File: src/rtl/ir_strobe_ctrl.sv
// ir_strobe_ctrl: trigger-driven IR LED strobe sequencer (power-up, settle, PWM burst, power-down).
module ir_strobe_ctrl #(
    parameter int CNT_W = 16
) (
    input  logic             clk,
    input  logic             rst,
    input  logic             cfg_enable,
    input  logic [CNT_W-1:0] cfg_period,
    input  logic [CNT_W-1:0] cfg_duty,
    input  logic [CNT_W-1:0] cfg_settle,
    input  logic [CNT_W-1:0] cfg_pulses,
    input  logic             cfg_boost,
    input  logic             trigger,
    input  logic             ovr_clr,
    output logic             irled_en,
    output logic             ir_pwm,
    output logic             ir_pu,
    output logic             busy,
    output logic             done,
    output logic             overrun
);
    localparam logic [1:0] IDLE   = 2'd0;
    localparam logic [1:0] SETTLE = 2'd1;
    localparam logic [1:0] BURST  = 2'd2;
    localparam logic [CNT_W-1:0] ONE = 1;
    logic [1:0]       state;
    logic [CNT_W-1:0] per_q, duty_q, settle_q, pulses_q, set_cnt, phase, pcnt;
    logic             boost_q;
    logic             busy_trig, accept;
    // The done cycle still counts as busy so two strobes are always separated by an idle cycle.
    assign busy_trig = trigger && (busy || done);
    assign accept    = trigger && !busy && !done && cfg_enable && (cfg_pulses != '0);
    always_ff @(posedge clk or posedge rst) begin
        if (rst) begin
            state    <= IDLE;
            per_q    <= '0;
            duty_q   <= '0;
            settle_q <= '0;
            pulses_q <= '0;
            boost_q  <= 1'b0;
            set_cnt  <= '0;
            phase    <= '0;
            pcnt     <= '0;
            irled_en <= 1'b0;
            ir_pwm   <= 1'b0;
            ir_pu    <= 1'b0;
            busy     <= 1'b0;
            done     <= 1'b0;
            overrun  <= 1'b0;
        end else begin
            done <= 1'b0;
            if (busy_trig)
                overrun <= 1'b1;
            else if (ovr_clr)
                overrun <= 1'b0;
            if (accept) begin
                per_q    <= (cfg_period == '0) ? ONE : cfg_period;
                duty_q   <= cfg_duty;
                settle_q <= cfg_settle;
                pulses_q <= cfg_pulses;
                boost_q  <= cfg_boost;
                set_cnt  <= '0;
                phase    <= '0;
                pcnt     <= '0;
                irled_en <= 1'b1;
                ir_pu    <= cfg_boost;
                busy     <= 1'b1;
                state    <= (cfg_settle != '0) ? SETTLE : BURST;
                ir_pwm   <= (cfg_settle == '0) && (cfg_duty != '0);
            end else if (state != IDLE && !cfg_enable) begin
                state    <= IDLE;
                set_cnt  <= '0;
                phase    <= '0;
                pcnt     <= '0;
                irled_en <= 1'b0;
                ir_pwm   <= 1'b0;
                ir_pu    <= 1'b0;
                busy     <= 1'b0;
            end else if (state == SETTLE) begin
                if (set_cnt == settle_q - ONE) begin
                    state  <= BURST;
                    ir_pwm <= duty_q != '0;
                end else begin
                    set_cnt <= set_cnt + ONE;
                end
            end else if (state == BURST) begin
                if (phase == per_q - ONE) begin
                    phase <= '0;
                    if (pcnt == pulses_q - ONE) begin
                        state    <= IDLE;
                        pcnt     <= '0;
                        irled_en <= 1'b0;
                        ir_pwm   <= 1'b0;
                        ir_pu    <= 1'b0;
                        busy     <= 1'b0;
                        done     <= 1'b1;
                    end else begin
                        pcnt   <= pcnt + ONE;
                        ir_pwm <= duty_q != '0;
                    end
                end else begin
                    phase  <= phase + ONE;
                    ir_pwm <= (phase + ONE) < duty_q;
                end
            end
        end
    end
endmodule

File: config.mk
export PLATFORM = sky130hd
export DESIGN_NAME = ir_strobe_ctrl
export DESIGN_NICKNAME = d
export VERILOG_FILES = /design/src/rtl/ir_strobe_ctrl.sv
export SDC_FILE = /design/constraint.sdc
export NUM_CORES = 1
export LEC_CHECK = 0
export CAP_MARGIN = 40
export CORE_UTILIZATION = 58
export DETAILED_ROUTE_END_ITERATION = 6
export PLACE_DENSITY = 0.79
export SYNTH_ARGS = -nofsm -noshare
export SYNTH_HDL_FRONTEND = slang
export SYNTH_SLANG_ARGS = --single-unit
File: constraint.sdc
create_clock -name clk -period 4.4 [get_ports clk]
set_input_delay 0.88 -clock clk [delete_from_list [all_inputs] [get_ports clk]]
set_output_delay 0.88 -clock clk [all_outputs]
set_load 0.01 [all_outputs]
# Word-level counts from Yosys, hierarchy flattened
# Index checks and enable logic that the tools add are counted.
[word_totals] ff_bits=119 inputBits=70 output_inout_bits=6 word_cells=106
[op_classes] n_addsub=6 magnitude_cmp=1 eq_ne=8 n_mux=46 n_reduce_logical=32
[op_table] op="16-bit 2-to-1 mux" count=16
[op_table] op="16-bit nonzero test" count=4
[op_table] op="16-bit by 1-bit adder with 16-bit output (second input constant)" count=3
[op_table] op="16-bit equality test" count=3
[op_table] op="16-bit by 1-bit subtractor with 16-bit output (second input constant)" count=3
[op_table] op="16-bit logical NOT" count=2
[op_table] op="1-bit 2-to-1 mux" count=22
[op_table] op="16-bit < comparator" count=1
[op_table] op="2-bit 2-to-1 mux" count=8
[op_table] op="3-bit nonzero test" count=4
[op_table] op="4-bit nonzero test" count=3
[op_table] op="4-bit AND reduction" count=2
[op_table] op="1-bit logical AND" count=7
[op_table] op="3-bit != test (second input constant)" count=2
[op_table] op="2-bit AND reduction" count=3
[op_table] op="4-bit by 3-bit != test with 1-bit output (second input constant)" count=1
[op_table] op="2-bit nonzero test" count=2
[op_table] op="1-bit logical NOT" count=3
[op_table] op="3-bit AND reduction" count=1
[op_table] op="2-bit by 1-bit equality test with 1-bit output (second input constant)" count=1
[op_table] op="2-bit equality test (second input constant)" count=1
[op_table] op="1-bit logical OR" count=1

# Logic depth before layout (Yosys ltp)
[depth] word_depth=8 mapped_depth=15 depth_no_buf=14

# Least setup slack after synthesis
# OpenSTA, ideal clock, no wires.
[synth_timing] path_kind="flip-flop to flip-flop" startpoint="register per_q[0]" endpoint="register pcnt[11]" setup_ps=121 t_arrival_ps=2956 t_required_ps=4279 slack_ps=1323 path_stages_with_launch=15 synth_period_minus_slack_ps=3077 path_cell_list="dfrtp_1 clkbuf_1 inv_1 ha_1 clkbuf_2 nor4b_4 nor4bb_1 o211ai_1 and3_4 or3_4 or3_1 buf_6 a21oi_2 xnor2_1 nor2_2"
[synth_via] elab_chain_cells=4
[synth_lines] item="start, declared" line="27" rtl="logic [CNT_W-1:0] per_q, duty_q, settle_q, pulses_q, set_cnt, phase, pcnt;"
[synth_lines] item="start signal, assigned" line="57" rtl="per_q <= (cfg_period == '0) ? ONE : cfg_period;"
[synth_lines] item="16-bit by 1-bit subtractor with 16-bit output" line="87" rtl="if (phase == per_q - ONE) begin"
[synth_lines] item="16-bit equality test" line="87"
[synth_lines] item="3-bit nonzero test (no source line)"
[synth_lines] item="3-bit AND reduction (no source line)"
[synth_lines] item="end signal, assigned" line="98" rtl="pcnt <= pcnt + ONE;"
[synth_lines] item="end, declared" line="27"
# No other way between the ends.
# A chain may end at the register's enable or synchronous reset.

# Worst setup path after layout
[layout_timing] startpoint="register phase[0]" endpoint="register ir_pwm"
[layout_via] elab_chain_cells=7 elab_cells_between_ends=8
[layout_lines] item="start, declared" line="27"
[layout_lines] item="start signal, assigned" line="102" rtl="phase <= phase + ONE;"
[layout_lines] item="16-bit by 1-bit adder with 16-bit output" line="103" rtl="ir_pwm <= (phase + ONE) < duty_q;"
[layout_lines] item="16-bit < comparator" line="103"
[layout_lines] item="1-bit 2-to-1 mux *" line="87"
[layout_lines] item="1-bit 2-to-1 mux *" line="86" rtl="end else if (state == BURST) begin"
[layout_lines] item="1-bit 2-to-1 mux *" line="79" rtl="end else if (state == SETTLE) begin"
[layout_lines] item="1-bit 2-to-1 mux *" line="70" rtl="end else if (state != IDLE && !cfg_enable) begin"
[layout_lines] item="1-bit 2-to-1 mux *" line="56" rtl="if (accept) begin"
[layout_lines] item="end signal, assigned" line="69" rtl="ir_pwm <= (cfg_settle == '0) && (cfg_duty != '0);"
[layout_lines] item="end signal, assigned" line="103"
[layout_lines] item="end, declared" line="16" rtl="output logic ir_pwm,"
# Mark *: on every way between the ends. The rest lies on a longest branch, timed or not. The select of a mux whose other input is x is not followed.

==> results.py <==
metrics = {
    "status": {
        "status": "completed",
    },
    "final_layout": {
        "multi_input_area_um2": 4500,
        "seqCellArea_um2": 2980,
        "drive_gt1_share_pct": 13.4,
        "nNetsFinal": 991,
        "fillCellCount": 975,
        "n_antenna_cell": 0,
        "syn_to_final_growth_pct": 18.1,
        "post-route-util_pct": 70.0,
        "design_area_um2": 9240,
        "fin_cells": 1082,
    },
    "worst_setup_path": {
        "path_class": "reg2reg",
        "cp.required_ps": 4750,
        "cp.arrival_ps": 4230,
        "cp-start-kind": "register",
        "cp_max_fo": 7,
        "endpoint_kind": "register",
    },
    "global_routing": {
        "grt_first_pass_wirelength_um": 32900,
        "grt_usage_pct": 29.5,
        "grt_max_degree": 70,
        "antenna_found_initial": 0,
        "grt_pass1_vias": 6728,
        "grt_overflow": 0,
    },
    "placed_design": {
        "place_area_um2": 8680,
        "port-buffer-count": 75,
        "dp_cells": 1054,
        "place_worst_setup_slack_ps": 845,
        "place_congestion": 0.886,
        "dp_hpwl_um": 14000,
    },
    "timing": {
        "hold_ws_ps": 523,
        "final.min_clock_period_ps": 3890,
        "slew_headroom_pct": 31.3,
        "setup_viol": 0,
        "hold_viol": 0,
        "setup_slack_ps": 512,
        "tightest_slew_ps": 1020,
        "fin_crit_sh_pct": 88.4,
        "skew_ps": 6.31,
        "slew_violations": 0,
        "timing.fmax_mhz": 257,
        "rsz0062_at_grt": "false",
        "finalSetupTns_ps": 0,
    },
    "logic_synthesis": {
        "synth_edf_count": 0,
        "syn-num-nets": 933,
        "synth_top_area_share_pct": 38.1,
        "ys_types": 83,
        "ys_top_cells_by_count": "dfrtp_1, nand2_1, xnor2_1",
        "synth_top_area_cell": "dfrtp_1",
        "syn-cell-area_um2": 7820,
        "ys.warnings.count": 0,
        "yosysSeqAreaShare_pct": 38.1,
        "synth_simple_gate_area_share_pct": 23.6,
        "synthArstFlopShare_pct": 100,
        "synth_top_family_by_area": "simple AND/OR/NAND/NOR gates",
        "synth_xor_area_share_pct": 10.2,
        "synthMuxAreaShare_pct": 7.58,
        "synth_area_per_cell_um2": 9.32,
        "synth_area_leaders": "dfrtp_1, xnor2_1, mux2_2",
        "ys_seq_elements": 119,
        "yosys_most_used_dff": "dfrtp_1",
        "synth_adder_area_share_pct": 3.84,
        "synth_most_common_cell": "dfrtp_1",
        "syn_inst": 839,
        "synth-compound-area-share_pct": 12.2,
    },
    "clock_network": {
        "worstSkewPairLatency_ps": 420,
        "cts_hold_buf": 0,
        "clockBufferDepth": 2,
        "cts_num_sinks": 119,
        "htreeDepth": 4,
        "cts_buffers": 17,
        "cts_resized": 0,
        "cts-root-buf": "clkbuf_16",
        "clkTransAtPathRegs_ps": 50,
        "cts_tree": "built",
        "cts_setup_buffers": 0,
    },
    "die": {
        "core_area_um2": 13200,
        "design.portCount": 76,
        "die_y_um": 118,
        "die_w_um": 118,
        "start_util_pct": 59.3,
        "dieArea_um2": 14000,
        "rows": 42,
    },
    "power": {
        "switching_share_pct": 36.5,
        "finalPower_mw": 4.78,
        "seqPwrFrac_pct": 37.6,
        "p_comb_share_pct": 34.6,
        "p_sw_mw": 1.75,
        "p_leak_nw": 3.76,
        "powerDensity_nw_per_um2": 517,
        "clockPowerShare_pct": 27.9,
        "max-vdd-ir-drop_uv": 370,
        "p_int_mw": 3.03,
    },
    "routing": {
        "routed_via_density": 6.21,
        "drtIter0Drc": 524,
        "ant_nets": 0,
        "routed_wl_um": 19300,
        "post_drt_wl_per_cell_um": 17.9,
        "first_pass_iters": 5,
        "num_vias": 6724,
        "drc": 0,
    },
    "worst_hold_path": {
        "hold_class": "reg2reg",
    },
    "job": {
        "maxCapViolations": 0,
    },
}
-- power groups by stage --
stage / sequential [mW] / clock [mW] / combinational (mW)
after floorplan: 1.62 / 0 / 1.32
after global placement: 1.77 / 0 / 1.54
after detailed placement: 1.79 / 0 / 1.62
after CTS: 1.78 / 1.35 / 1.64
after global routing: 1.84 / 1.41 / 1.83
final: 1.79 / 1.33 / 1.65
-- layout make-up --
type | count | share of cell area [%]
multi-input combinational | 634 | 48.7
sequential | 119 | 32.2
timing repair buffer | 86 | 9.02
clock buffer | 24 | 5.32
tap | 176 | 2.38
inverter | 39 | 1.61
clock inverter | 4 | 0.758
-- sequential cells by signal, indices dropped and copies added (netlist names) --
name and flops:
overrun 1, ir_pu 1, duty_q 16, set_cnt 16, phase 16, state 2
pulses_q 16, pcnt 16, settle_q 16, done 1, busy 1, ir_pwm 1
per_q 16
-- layout by cell type, fill, tap and decap left out, types with 17 or more instances in the layout --
| master | n |
|---|---|
| nand4_1 | 27 |
| mux2_2 | 50 |
| a21oi_1 | 18 |
| ha_1 | 24 |
| nor4_1 | 33 |
| clkdlybuf4s50_1 | 75 |
| nand2_1 | 72 |
| nor2_1 | 59 |
| inv_1 | 38 |
| nand3_1 | 30 |
| nor3_1 | 24 |
| clkbuf_16 | 17 |
| xnor2_1 | 67 |
| dfrtp_1 | 119 |
| o21ai_0 | 34 |
| xor2_1 | 24 |
-- cell families (layout without fill, tap and decap cells) --
logic type      after synthesis  in the layout
compound gates              137            137
xor+xnor                     91             91
fa+ha+maj                    24             24
buf+inv                      86            153
flops                       119            119
mux                          53             53
simple gates                329            329
-- worst max-delay path, stage by stage, from the launching register on --
cell	delay, ps
dfrtp_1	470
ha_1	270
and3_1	210
nand3_1	230
or2_2	390
nor3_1	180
xor2_1	250
ha_1	290
a21o_1	170
a2111oi_0	590
o221ai_1	320
o221ai_1	240
a31oi_1	70
a21oi_1	140
-- final timing paths --
| kind | depth (start not counted) | slack (ps) | to | startpoint |
|---|---|---|---|---|
| min | 1 | 520 | settle_q[15] | settle_q[15] |
| min reg2reg | 1 | 520 | settle_q[15] | settle_q[15] |
| max | 13 | 510 | ir_pwm | phase[0] |
| min in group asynchronous | 2 | 990 | settle_q[5] | rst |
| max reg2reg | 13 | 510 | ir_pwm | phase[0] |
| max in group asynchronous | 3 | 2520 | pcnt[12] | rst |
-- layer usage --
| layer | vias to the layer above | track usage, % | routed length, µm | share of wire [%] |
|---|---|---|---|---|
| met5 | - | 0 | 0 | 0 |
| met4 | 0 | 11.3 | 365 | 1.9 |
| met3 | 39 | 5.69 | 1040 | 5.4 |
| met2 | 229 | 47.5 | 9310 | 48 |
| met1 | 3300 | 39.4 | 8610 | 45 |
| li1 | 3156 | - | - | - |
Note: power is estimated with default switching activity, not from simulation.
